[src/rtl/spi_master_core_mc.sv]
// Multi-slave SPI master: programmable SCK divider, all CPOL/CPHA modes, 1..DATA_WIDTH bit frames,
// MSB/LSB first, one-hot-low slave selects and a sticky maskable interrupt.
module spi_master_core_mc #(
   parameter int DATA_WIDTH = 32,
   parameter int NUM_SS     = 4,
   parameter int DIV_WIDTH  = 8,
   localparam int LEN_W     = $clog2(DATA_WIDTH),
   localparam int SEL_W     = (NUM_SS > 1) ? $clog2(NUM_SS) : 1
) (
   input  logic                  clk_cpu,
   input  logic                  rst,
   input  logic                  spi_on,
   input  logic                  start,
   input  logic                  cpol,
   input  logic                  cpha,
   input  logic                  lsb_first,
   input  logic [LEN_W-1:0]      len,
   input  logic [SEL_W-1:0]      ss_sel,
   input  logic [DIV_WIDTH-1:0]  clk_div,
   input  logic [DATA_WIDTH-1:0] tx_data,
   input  logic                  irq_en,
   input  logic                  irq_clr,
   input  logic                  miso,
   output logic                  sck,
   output logic                  mosi,
   output logic [NUM_SS-1:0]     ss_n,
   output logic                  busy,
   output logic                  done,
   output logic [DATA_WIDTH-1:0] rx_data,
   output logic                  irq
);

   typedef enum logic [2:0] {IDLE, SETUP, SHIFT, HOLD, DONE} state_t;

   state_t                state;
   logic                  cpol_q, cpha_q, lsb_q;
   logic [LEN_W-1:0]      len_q;
   logic [DIV_WIDTH-1:0]  div_q, div_cnt;
   logic [DATA_WIDTH-1:0] tx_q, rx_sh;
   logic [LEN_W:0]        edge_cnt, tx_cnt, rx_cnt;
   logic                  tick, sample_edge, last_edge;

   // Frame bit k maps to bit position k (LSB first) or len-k (MSB first).
   function automatic logic [LEN_W-1:0] bit_pos(input logic lsb, input logic [LEN_W-1:0] n_m1,
                                                input logic [LEN_W:0] k);
      return lsb ? k[LEN_W-1:0] : n_m1 - k[LEN_W-1:0];
   endfunction

   function automatic logic [NUM_SS-1:0] ss_decode(input logic [SEL_W-1:0] sel);
      logic [NUM_SS-1:0] v;
      v = '1;
      for (int i = 0; i < NUM_SS; i++)
         if (int'(sel) == i) v[i] = 1'b0;
      return v;
   endfunction

   assign tick        = (div_cnt == div_q);
   // Even edge count = leading edge; cpha selects whether leading or trailing edges sample.
   assign sample_edge = ~edge_cnt[0] ^ cpha_q;
   assign last_edge   = (edge_cnt == {len_q, 1'b1});

   always_ff @(posedge clk_cpu) begin
      if (!rst) begin
         state    <= IDLE;
         sck      <= 1'b0;
         mosi     <= 1'b0;
         ss_n     <= '1;
         busy     <= 1'b0;
         done     <= 1'b0;
         rx_data  <= '0;
         irq      <= 1'b0;
         cpol_q   <= 1'b0;
         cpha_q   <= 1'b0;
         lsb_q    <= 1'b0;
         len_q    <= '0;
         div_q    <= '0;
         tx_q     <= '0;
         rx_sh    <= '0;
         div_cnt  <= '0;
         edge_cnt <= '0;
         tx_cnt   <= '0;
         rx_cnt   <= '0;
      end else begin
         done <= 1'b0;
         // Setting in DONE takes priority over a simultaneous clear.
         if ((state == DONE) && irq_en && spi_on)
            irq <= 1'b1;
         else if (irq_clr)
            irq <= 1'b0;

         if ((state != IDLE) && !spi_on) begin
            state   <= IDLE;
            ss_n    <= '1;
            sck     <= cpol_q;
            busy    <= 1'b0;
            div_cnt <= '0;
         end else begin
            case (state)
               IDLE: begin
                  sck  <= cpol_q;
                  ss_n <= '1;
                  if (start && spi_on) begin
                     state    <= SETUP;
                     busy     <= 1'b1;
                     cpol_q   <= cpol;
                     cpha_q   <= cpha;
                     lsb_q    <= lsb_first;
                     len_q    <= len;
                     div_q    <= clk_div;
                     tx_q     <= tx_data;
                     sck      <= cpol;
                     ss_n     <= ss_decode(ss_sel);
                     div_cnt  <= '0;
                     edge_cnt <= '0;
                     rx_cnt   <= '0;
                     rx_sh    <= '0;
                     if (!cpha) begin
                        mosi   <= tx_data[bit_pos(lsb_first, len, '0)];
                        tx_cnt <= (LEN_W+1)'(1);
                     end else begin
                        tx_cnt <= '0;
                     end
                  end
               end
               SETUP: begin
                  if (tick) begin
                     div_cnt <= '0;
                     state   <= SHIFT;
                  end else begin
                     div_cnt <= div_cnt + 1'b1;
                  end
               end
               SHIFT: begin
                  if (tick) begin
                     div_cnt  <= '0;
                     sck      <= ~sck;
                     edge_cnt <= edge_cnt + 1'b1;
                     if (sample_edge) begin
                        rx_sh[bit_pos(lsb_q, len_q, rx_cnt)] <= miso;
                        rx_cnt <= rx_cnt + 1'b1;
                     end else if (tx_cnt <= {1'b0, len_q}) begin
                        mosi   <= tx_q[bit_pos(lsb_q, len_q, tx_cnt)];
                        tx_cnt <= tx_cnt + 1'b1;
                     end
                     if (last_edge) state <= HOLD;
                  end else begin
                     div_cnt <= div_cnt + 1'b1;
                  end
               end
               HOLD: begin
                  if (tick) begin
                     div_cnt <= '0;
                     state   <= DONE;
                     ss_n    <= '1;
                     done    <= 1'b1;
                     rx_data <= rx_sh;
                  end else begin
                     div_cnt <= div_cnt + 1'b1;
                  end
               end
               DONE: begin
                  state <= IDLE;
                  busy  <= 1'b0;
               end
               default: begin
                  state <= IDLE;
                  busy  <= 1'b0;
               end
            endcase
         end
      end
   end

endmodule

[config.mk]
export PLATFORM = sky130hd
export DESIGN_NAME = spi_master_core_mc
export DESIGN_NICKNAME = d
export VERILOG_FILES = /design/src/rtl/spi_master_core_mc.sv
export SDC_FILE = /design/constraint.sdc
export NUM_CORES = 1
export LEC_CHECK = 0
export CAP_MARGIN = 20
export CORE_MARGIN = 2
export CORE_UTILIZATION = 61
export CTS_BUF_LIST = sky130_fd_sc_hd__clkbuf_2 sky130_fd_sc_hd__clkbuf_4 sky130_fd_sc_hd__clkbuf_8
export DETAILED_ROUTE_END_ITERATION = 12
export GPL_TIMING_DRIVEN = 0
export PLACE_DENSITY = 0.95
export SKIP_CTS_REPAIR_TIMING = 1
export SYNTH_ARGS = -nofsm -noshare
export SYNTH_HDL_FRONTEND = slang
export SYNTH_SLANG_ARGS = --single-unit
[constraint.sdc]
create_clock -name clk_cpu -period 4.8 [get_ports clk_cpu]
set_input_delay 0.48 -clock clk_cpu [delete_from_list [all_inputs] [get_ports clk_cpu]]
set_output_delay 0.48 -clock clk_cpu [all_outputs]
set_load 0.01 [all_outputs]
; ---- Yosys cells after proc, flatten, opt, wreduce, memory -nomap -nowiden
; Index checks and enable logic that the tools add are counted.
; W data, S select, Z words.
[word_totals]
register_bits = 150
input_bits = 57
out_inout_bits = 41
wordCells = 142
[classes]
add_sub_neg = 6
n_lt_le_gt_ge = 5
eq_ne = 19
muxes = 57
bitwise = 7
reduce_logical = 29
[op_table]
columns = cell, n
row1 = $mux W32, 3
row2 = $pmux W32 S2, 1
row3 = $mux W6, 8
row4 = $pmux W6 S2, 3
row5 = $bwmux W32, 1
row6 = $mux W1, 20
row7 = $add A6 B1 Y6 const B, 3
row8 = $lt A5 B6 Y1 const B, 3
row9 = $ne A2 B2 Y1 const B, 9
row10 = $mux W8, 2
row11 = $pmux W8 S2, 1
row12 = $mux W3, 5
row13 = $mux W5, 3
row14 = $pmux W3 S4, 1
row15 = $bmux W1 S5, 2
row16 = $reduce_and A2 Y1, 5
row17 = $reduce_and A5 Y1, 2
row18 = $sub A5 B5 Y5, 2
row19 = $add A8 B1 Y8 const B, 1
row20 = $eq A8 B8 Y1, 1
row21 = $mux W4, 2
row22 = $pmux W4 S2, 1
row23 = $reduce_bool A2 Y1, 4
row24 = $reduce_and A7 Y1, 1
row25 = other kinds (23), 39

; ---- Depth between registers and ports, before layout
; Gate-level depths: netlist of run 1.
[logic_depth]
depth_word = 10
ltp_mapped = 12
depth_no_buf = 11

; ---- Least setup slack after synthesis of run 1
; No wires, ideal clock.
[synth_timing]
path_type = flip-flop to flip-flop
start = register rx_cnt[0]
end = register rx_sh[0]
setup_time_ns = 0.132
t_arrival_ns = 2.599
required_time_ns = 4.668
path_slack_ns = 2.069
path_stages_with_launch = 12
synth_period_minus_slack_ns = 2.731
path_cell_list = dfxtp_1 ha_1 inv_1 fa_1 a21o_1 a21oi_1 xnor2_1 nor2_1 xnor2_1 clkbuf_1 nand3_1 mux2i_1
[synth_between]
elab_chain_len = 10
[synth_lines]
columns = item, line_no
row1 = "start, declared", 40  ; logic [LEN_W:0] edge_cnt, tx_cnt, rx_cnt;
row2 = "start signal, assigned", 140  ; rx_cnt <= rx_cnt + 1'b1;
row3 = $sub A5 B5 Y5, 46  ; return lsb ? k[LEN_W-1:0] : n_m1 - k[LEN_W-1:0];
row4 = $mux W5 (*), 46
row5 = $lt A5 B6 Y1 (implied by the code) or $ge A5 B1 Y1 (tied branches), 139  ; rx_sh[bit_pos(lsb_q, len_q, rx_cnt)] <= miso;
row6 = $logic_and A1 B1 Y1 (implied by the code), 139
row7 = $mux W1 (implied by the code), 139
row8 = $demux W1 S5 (*), 139
row9 = $bwmux W32 (*), 139
row10 = $mux W32 (*), 138  ; if (sample_edge) begin
row11 = $mux W32 (*), 134  ; if (tick) begin
row12 = $pmux W32 S2 (*), 98  ; case (state)
row13 = "end signal, assigned by index", 139
row14 = "end, declared", 39  ; logic [DATA_WIDTH-1:0] tx_q, rx_sh;
; Every way passes the cells marked *; elsewhere a longest branch is shown, timed or not. The select of a mux whose other input is x is not followed.
; A chain may end at the register's enable or synchronous reset.

; ---- Final worst setup path of run 1
[layout_timing]
start = register rx_cnt[0]
end = register rx_sh[8]
; Same word-level chain as after synthesis.

==> results of run 1 <==
logic make-up after synthesis:
kind of cell / share of synthesized area [%]
DFF: 41.81
muxes: 9.505
buffers and inverters: 4.525
adders and majority gates: 3.543
AOI/OAI and AO/OA: 14.40
and+or+nand+nor: 21.68
xor gates and xnor gates: 4.542
worst min-delay path: cells and delay by family, from the launching register on:
family           cells  cell delay, ps
AO/OA/AOI/OAI        1              50
flip-flops           1             320
AND/OR/NAND/NOR      1              50
power breakdown:
| group | total [uW] | leakage, uW | switching (uW) | internal (uW) |
|---|---|---|---|---|
| registers | 1300 | 0.00121 | 31.7 | 1270 |
| clock network | 1090 | 0.000221 | 550 | 538 |
| logic | 498 | 0.00170 | 307 | 192 |
| total | 2890 | 0.00312 | 888 | 2000 |
cell type report:
| cell class | instances | area share [%] |
|---|---|---|
| inverters | 24 | 1.035 |
| multi-input cells | 629 | 43.97 |
| plain buffers | 53 | 2.673 |
| well taps | 143 | 2.055 |
| repair buffers | 95 | 10.92 |
| clock inverters | 15 | 2.400 |
| flip-flops and latches | 149 | 34.26 |
| clock buffers | 17 | 2.687 |
metal layers:
metal | part of all wire [%] | GRT usage (%) | vias up
met5 | 0 | 0 | -
met1 | 37 | 37.95 | 3203
li1 | - | - | 3181
met4 | 6.2 | 19.92 | 0
met2 | 47 | 54.38 | 481
met3 | 9.0 | 7.829 | 133
worst max path at each step:
stage / slack [ps] / end / from
2_1_floorplan: 2070 / rx_sh[0]$_SDFFE_PN0P_ / rx_cnt[0]$_SDFFE_PN0P_
3_3_place_gp: 1650 / rx_sh[0]$_SDFFE_PN0P_ / rx_cnt[0]$_SDFFE_PN0P_
3_5_place_dp: 1600 / rx_sh[0]$_SDFFE_PN0P_ / rx_cnt[0]$_SDFFE_PN0P_
4_1_cts: 1560 / rx_sh[8]$_SDFFE_PN0P_ / rx_cnt[0]$_SDFFE_PN0P_
5_1_grt: 1220 / rx_sh[19]$_SDFFE_PN0P_ / rx_cnt[0]$_SDFFE_PN0P_
6_report: 1440 / rx_sh[8]$_SDFFE_PN0P_ / rx_cnt[0]$_SDFFE_PN0P_
cells in the final DEF (no fill, tap or decap), types with 17 or more instances in the layout:
cell type,n
nand2_1,217
dfxtp_1,149
a21oi_1,96
clkdlybuf4s50_1,95
nor2_1,57
clkbuf_1,40
mux2i_1,34
xor2_1,23
inv_1,22
nor3_1,20
nand3_1,17
o21ai_0,17
ha_1,17
clkbuf_8,17
cells in the mapped netlist (8+ instances only):
library cell / n / area [sq um]
a21oi_1: 96 / 480.5
and3_1: 8 / 50.05
clkbuf_1: 40 / 150.1
dfxtp_1: 149 / 2983
ha_1: 17 / 212.7
inv_1: 22 / 82.58
mux2i_1: 34 / 340.3
mux4_2: 13 / 292.8
nand2_1: 217 / 814.5
nand3_1: 17 / 85.08
nand4_1: 9 / 56.30
nor2_1: 57 / 214.0
nor3_1: 20 / 100.1
o21ai_0: 17 / 85.08
o311ai_0: 8 / 70.07
o41ai_1: 8 / 70.07
xnor2_1: 14 / 122.6
xor2_1: 23 / 201.4
stage by stage:
step	hold slack, ps	worst slack [ps]	utilization (%)	cells	instance area, sq um
after global routing	469.8	1223	76.25	1125	8707
after global placement	439.3	1646	72.38	1093	8264
after floorplan	428.8	2069	-	855	7134
after detailed placement	444.0	1595	72.38	1093	8264
after CTS	456.8	1563	76.25	1125	8707
final	456.2	1437	76.25	1125	8707
registers in the layout, summed over array words and instances (netlist names):
name      cells
ss_n          4
rx_sh        32
sck           1
cpha_q        1
tx_cnt        6
cpol_q        1
tx_q         32
div_cnt       8
div_q         8
lsb_q         1
state         3
len_q         5
edge_cnt      6
busy          1
done          1
rx_data      32
irq           1
mosi          1
rx_cnt        5
==> flow_metrics.tcl, run 1 <==
set metrics [dict create \
    cts_buffers 17 \
    grt_pass1_vias 6914 \
    async_reset_ff_share_pct 0 \
    ys_ff_latch 149 \
    boundaryPins 98 \
    clk_path_buf_depth 2 \
    synthesis.area_sq_um 7134 \
    p_per_area_nw_per_um2 331.8 \
    relSlewSlack_pct 29.27 \
    ctsRootBufferMaster "clkbuf_8" \
    layout.nets 1045 \
    cts.reportedPaths.clkPinSlew_ps 100 \
    layout_min_cycle_time_ps 3363 \
    maxCapViolCount 0 \
    synth.avg_cell_area_sq_um 8.344 \
    nFillCells 732 \
    r2r-end "rx_sh[8]$_SDFFE_PN0P_" \
    setup_viol 0 \
    die_area_sq_um 12580 \
    rsz0062_at_grt "no" \
    multi_input_area_sq_um 3829 \
    rows 39 \
    antenna_found_initial 0 \
    hold_viol_final 0 \
    cp.depth 11 \
    synth_flop_cell "dfxtp_1" \
    reg2reg_from "rx_cnt[0]$_SDFFE_PN0P_" \
    crit_chain "ha_1 > inv_1 > fa_1 > a21o_1 > a21oi_1 > xnor2_1 > nor2_1 > xnor2_1 > clkbuf_1 > nand3_1 > mux2i_1" \
    clkLatencyLatePin_ps 470 \
    place_congestion 0.9606 \
    cp_top_family "XOR/XNOR gates" \
    fin_worst_skew_ps 12.12 \
    slowest_stage "xnor2_1" \
    tritoncts "done" \
    tns_ps 0 \
    antenna_left 0 \
    port-buffer-count 95 \
    area_growth_pct 22.04 \
    hold_class "reg2reg" \
    max-vdd-ir-drop_mv 0.1982 \
    drtIter0Drc 724 \
    num_vias 6998 \
    die-height_um 112.1 \
    dp_hpwl_um 13360 \
    endpoint_kind "register" \
    syn_nets 931 \
    start_kind "register" \
    leakagePower_uw 0.003125 \
    yosysUniqueCellTypes 61 \
    synth_edf_count 0 \
    drc 0 \
    drtPass1Iterations 6 \
    cp_data_arrival_time_ps 3720 \
    routed_wl_um 20420 \
    start_util_pct 62.48 \
    yosysSeqAreaShare_pct 41.81 \
    critPathRequiredTime_ps 5150 \
    crit_buf_inv 2 \
    synth_cells 855 \
    worst_slew_pin_slew_ps 1053 \
    via_per_inst 6.220 \
    crit_top_cell "xnor2_1" \
    grt_start_max_net_pins 17 \
    diodes 0 \
    hp-start "rx_sh[17]$_SDFFE_PN0P_" \
    register_area_sq_um 2983 \
    overflow 0 \
    avgRoutedWirePerCell_um 18.15 \
    drive_above_1_share_pct 7.026 \
    htree_levels 4 \
    die_w_um 112.1 \
    synth_warnings 0 \
    cts_sinks 149 \
    worstRegToRegCells 11 \
    hold_end "rx_data[17]$_SDFFE_PN0P_" \
    r2r_slack_ps 1440 \
    finalPower_uw 2889 \
    fmax_ghz 0.2974 \
    crit_fanout 10 \
    slowest_delay_ps 740 \
    critical_path_class "reg2reg" \
    track_usage_pct 32.58 \
    grt_pass1_wl_um 33220 \
    final_max_slew_viol_count 0 \
    core-area_sq_um 11420 \
    whs_path_depth 2 \
    status "finished clean" \
    fin_crit_sh_pct 70.06 \
]
No activity file was read; power rests on OpenSTA's default activity.
==> inputs of run 2 (changes only) <==
--- a/config.mk
+++ b/config.mk
@@ -7,11 +7,11 @@
 export LEC_CHECK = 0
 export CAP_MARGIN = 20
 export CORE_MARGIN = 2
-export CORE_UTILIZATION = 61
+export CORE_UTILIZATION = 51
 export CTS_BUF_LIST = sky130_fd_sc_hd__clkbuf_2 sky130_fd_sc_hd__clkbuf_4 sky130_fd_sc_hd__clkbuf_8
 export DETAILED_ROUTE_END_ITERATION = 12
 export GPL_TIMING_DRIVEN = 0
-export PLACE_DENSITY = 0.95
+export PLACE_DENSITY = 0.88
 export SKIP_CTS_REPAIR_TIMING = 1
 export SYNTH_ARGS = -nofsm -noshare
 export SYNTH_HDL_FRONTEND = slang
==> constraint.sdc (replaced) <==
create_clock -name clk_cpu -period 2.77 [get_ports clk_cpu]
set_input_delay 0.277 -clock clk_cpu [delete_from_list [all_inputs] [get_ports clk_cpu]]
set_output_delay 0.277 -clock clk_cpu [all_outputs]
set_load 0.01 [all_outputs]
==> run 2 against run 1 <==
Sequential share of layout area fell by 1.1 points. First-iteration DRC count decreased by 29%. Global-route usage down 7.3 points. Maximum frequency is 25% higher. Critical endpoint is now rx_sh[3]$_SDFFE_PN0P_. Highest routed layer unchanged.
==> flow_metrics.tcl, run 2 (synthesized netlist as in run 1, its figures left out) <==
set metrics [dict create \
    cp.depth 13 \
    crit_buf_inv 4 \
    fin_crit_sh_pct 97.51 \
    antenna_found_initial 0 \
    layout_commonest_cell "nand2_1" \
    layout.nets 1054 \
    antenna_left 0 \
    cts_sinks 149 \
    endpoint_kind "register" \
    reg2reg_from "len_q[0]$_SDFFE_PN0P_" \
    die-height_um 122.3 \
    fin_worst_skew_ps 13.09 \
    htree_levels 4 \
    hold_viol_final 0 \
    p_per_area_nw_per_um2 555.3 \
    crit_start "len_q[0]$_SDFFE_PN0P_" \
    avgRoutedWirePerCell_um 16.13 \
    layout_min_cycle_time_ps 2701 \
    worstRegToRegCells 13 \
    port-buffer-count 95 \
    setup_viol 0 \
    p_int_uw 3540 \
    p_sw_uw 1468 \
    rows 43 \
    fmax_ghz 0.3702 \
    core-area_sq_um 13770 \
    biggestRegsByFlops "rx_data (32), rx_sh (32), tx_q (32)" \
    whs_ps 229.7 \
    drive_above_1_share_pct 11.00 \
    leakagePower_uw 0.003214 \
    worst_slew_pin_slew_ps 876.8 \
    r2r_slack_ps 70 \
    clkLatencyLatePin_ps 470 \
    layout_common_cells "nand2_1 (214), dfxtp_1 (144), a21oi_1 (95), clkdlybuf4s50_1 (95), nor2_1 (56)" \
    pwr-share-clk_pct 36.4 \
    setup_ws_ps 68.84 \
    whs_path_depth 3 \
    slowest_stage "fa_1" \
    diodes 0 \
    comb_power_share_pct 18.6 \
    crit_path_end "rx_sh[3]$_SDFFE_PN0P_" \
    p_sw_share_pct 29.31 \
    relSlewSlack_pct 41.10 \
    place_congestion 0.9026 \
    track_usage_pct 25.27 \
    critPathRequiredTime_ps 3110 \
    drtPass1Iterations 7 \
    cp_data_arrival_time_ps 3040 \
    start_util_pct 51.80 \
    place_ws_ps -410.2 \
    hold_class "in2reg" \
    cp_top_family "compound AO/OA/AOI/OAI gates" \
    slowest_delay_ps 400 \
    die_area_sq_um 14950 \
    via_per_inst 5.719 \
    routed_wl_um 18890 \
    tritoncts "done" \
    die_w_um 122.3 \
    overflow 0 \
    grt_start_max_net_pins 17 \
    crit_top_cell "buf_4" \
    status "finished clean" \
    cts_buffers 17 \
    grt_pass1_vias 6162 \
    clk_path_buf_depth 2 \
    pwr-share-seq_pct 45.0 \
    critical_path_class "reg2reg" \
    r2r-end "rx_sh[3]$_SDFFE_PN0P_" \
    num_vias 6697 \
    final_area_sq_um 9017 \
    crit_chain "inv_2 > ha_1 > inv_1 > fa_1 > a21o_1 > a21oi_2 > xnor2_1 > nor2_2 > buf_4 > xor2_2 > buf_4 > o311ai_4 > o41ai_1" \
    max-vdd-ir-drop_mv 0.3442 \
    cts.reportedPaths.clkPinSlew_ps 80 \
    place_area_sq_um 8310 \
    final_max_slew_viol_count 0 \
    maxCapViolCount 0 \
    start_kind "register" \
    crit_fanout 10 \
    drtIter0Drc 512 \
    area_growth_pct 26.39 \
    grt_pass1_wl_um 29550 \
    drc 0 \
    boundaryPins 98 \
    ctsRootBufferMaster "clkbuf_8" \
    post-route-util_pct 65.47 \
    dp_hpwl_um 13160 \
]
run 2: how the worst min path moves through the flow:
stage,from,to
2_1_floorplan,tx_data[0],tx_q[0]$_SDFFE_PN0P_
3_3_place_gp,tx_q[22]$_SDFFE_PN0P_,tx_q[22]$_SDFFE_PN0P_
3_5_place_dp,rx_sh[15]$_SDFFE_PN0P_,rx_data[15]$_SDFFE_PN0P_
4_1_cts,lsb_first,lsb_q$_SDFFE_PN0P_
5_1_grt,lsb_first,lsb_q$_SDFFE_PN0P_
6_report,lsb_first,lsb_q$_SDFFE_PN0P_
run 2: routing by layer:
layer	share of wire, %	track usage, %
met5	0	0
met4	2.7	12.72
met3	5.8	4.600
met2	50	42.85
met1	42	30.75
run 2: per-stage QoR:
| stage | instances | total power, uW | setup TNS [ps] |
|---|---|---|---|
| floorplan | 855 | 2839 | 0 |
| global placement | 1130 | 3087 | -2764 |
| detailed placement | 1130 | 3105 | -4779 |
| CTS | 1162 | 4906 | -5677 |
| global route | 1171 | 5201 | -122.5 |
| finish | 1171 | 5008 | 0 |
run 2: worst min-delay path, stage by stage:
cell and delay, ps:
clkbuf_1 190, nand2_1 110, a21oi_1 60
run 2: cell type report:
type	instances	area (sq um)
clock buffer	19	261.5
sequential	149	2992
clock inverter	13	168.9
buffer	53	244.0
multi-input combinational	629	4005
timing repair buffer	104	1031
inverter	24	90.09
fill	1110	4756
tap	180	225.2
run 2: power by group through the flow:
stage	registers, uW	logic [uW]	clock network [uW]
after global routing	2260	1000	1940
after floorplan	2290	552	0
final	2250	931	1820
after CTS	2250	811	1840
after global placement	2300	790	0
after detailed placement	2300	803	0
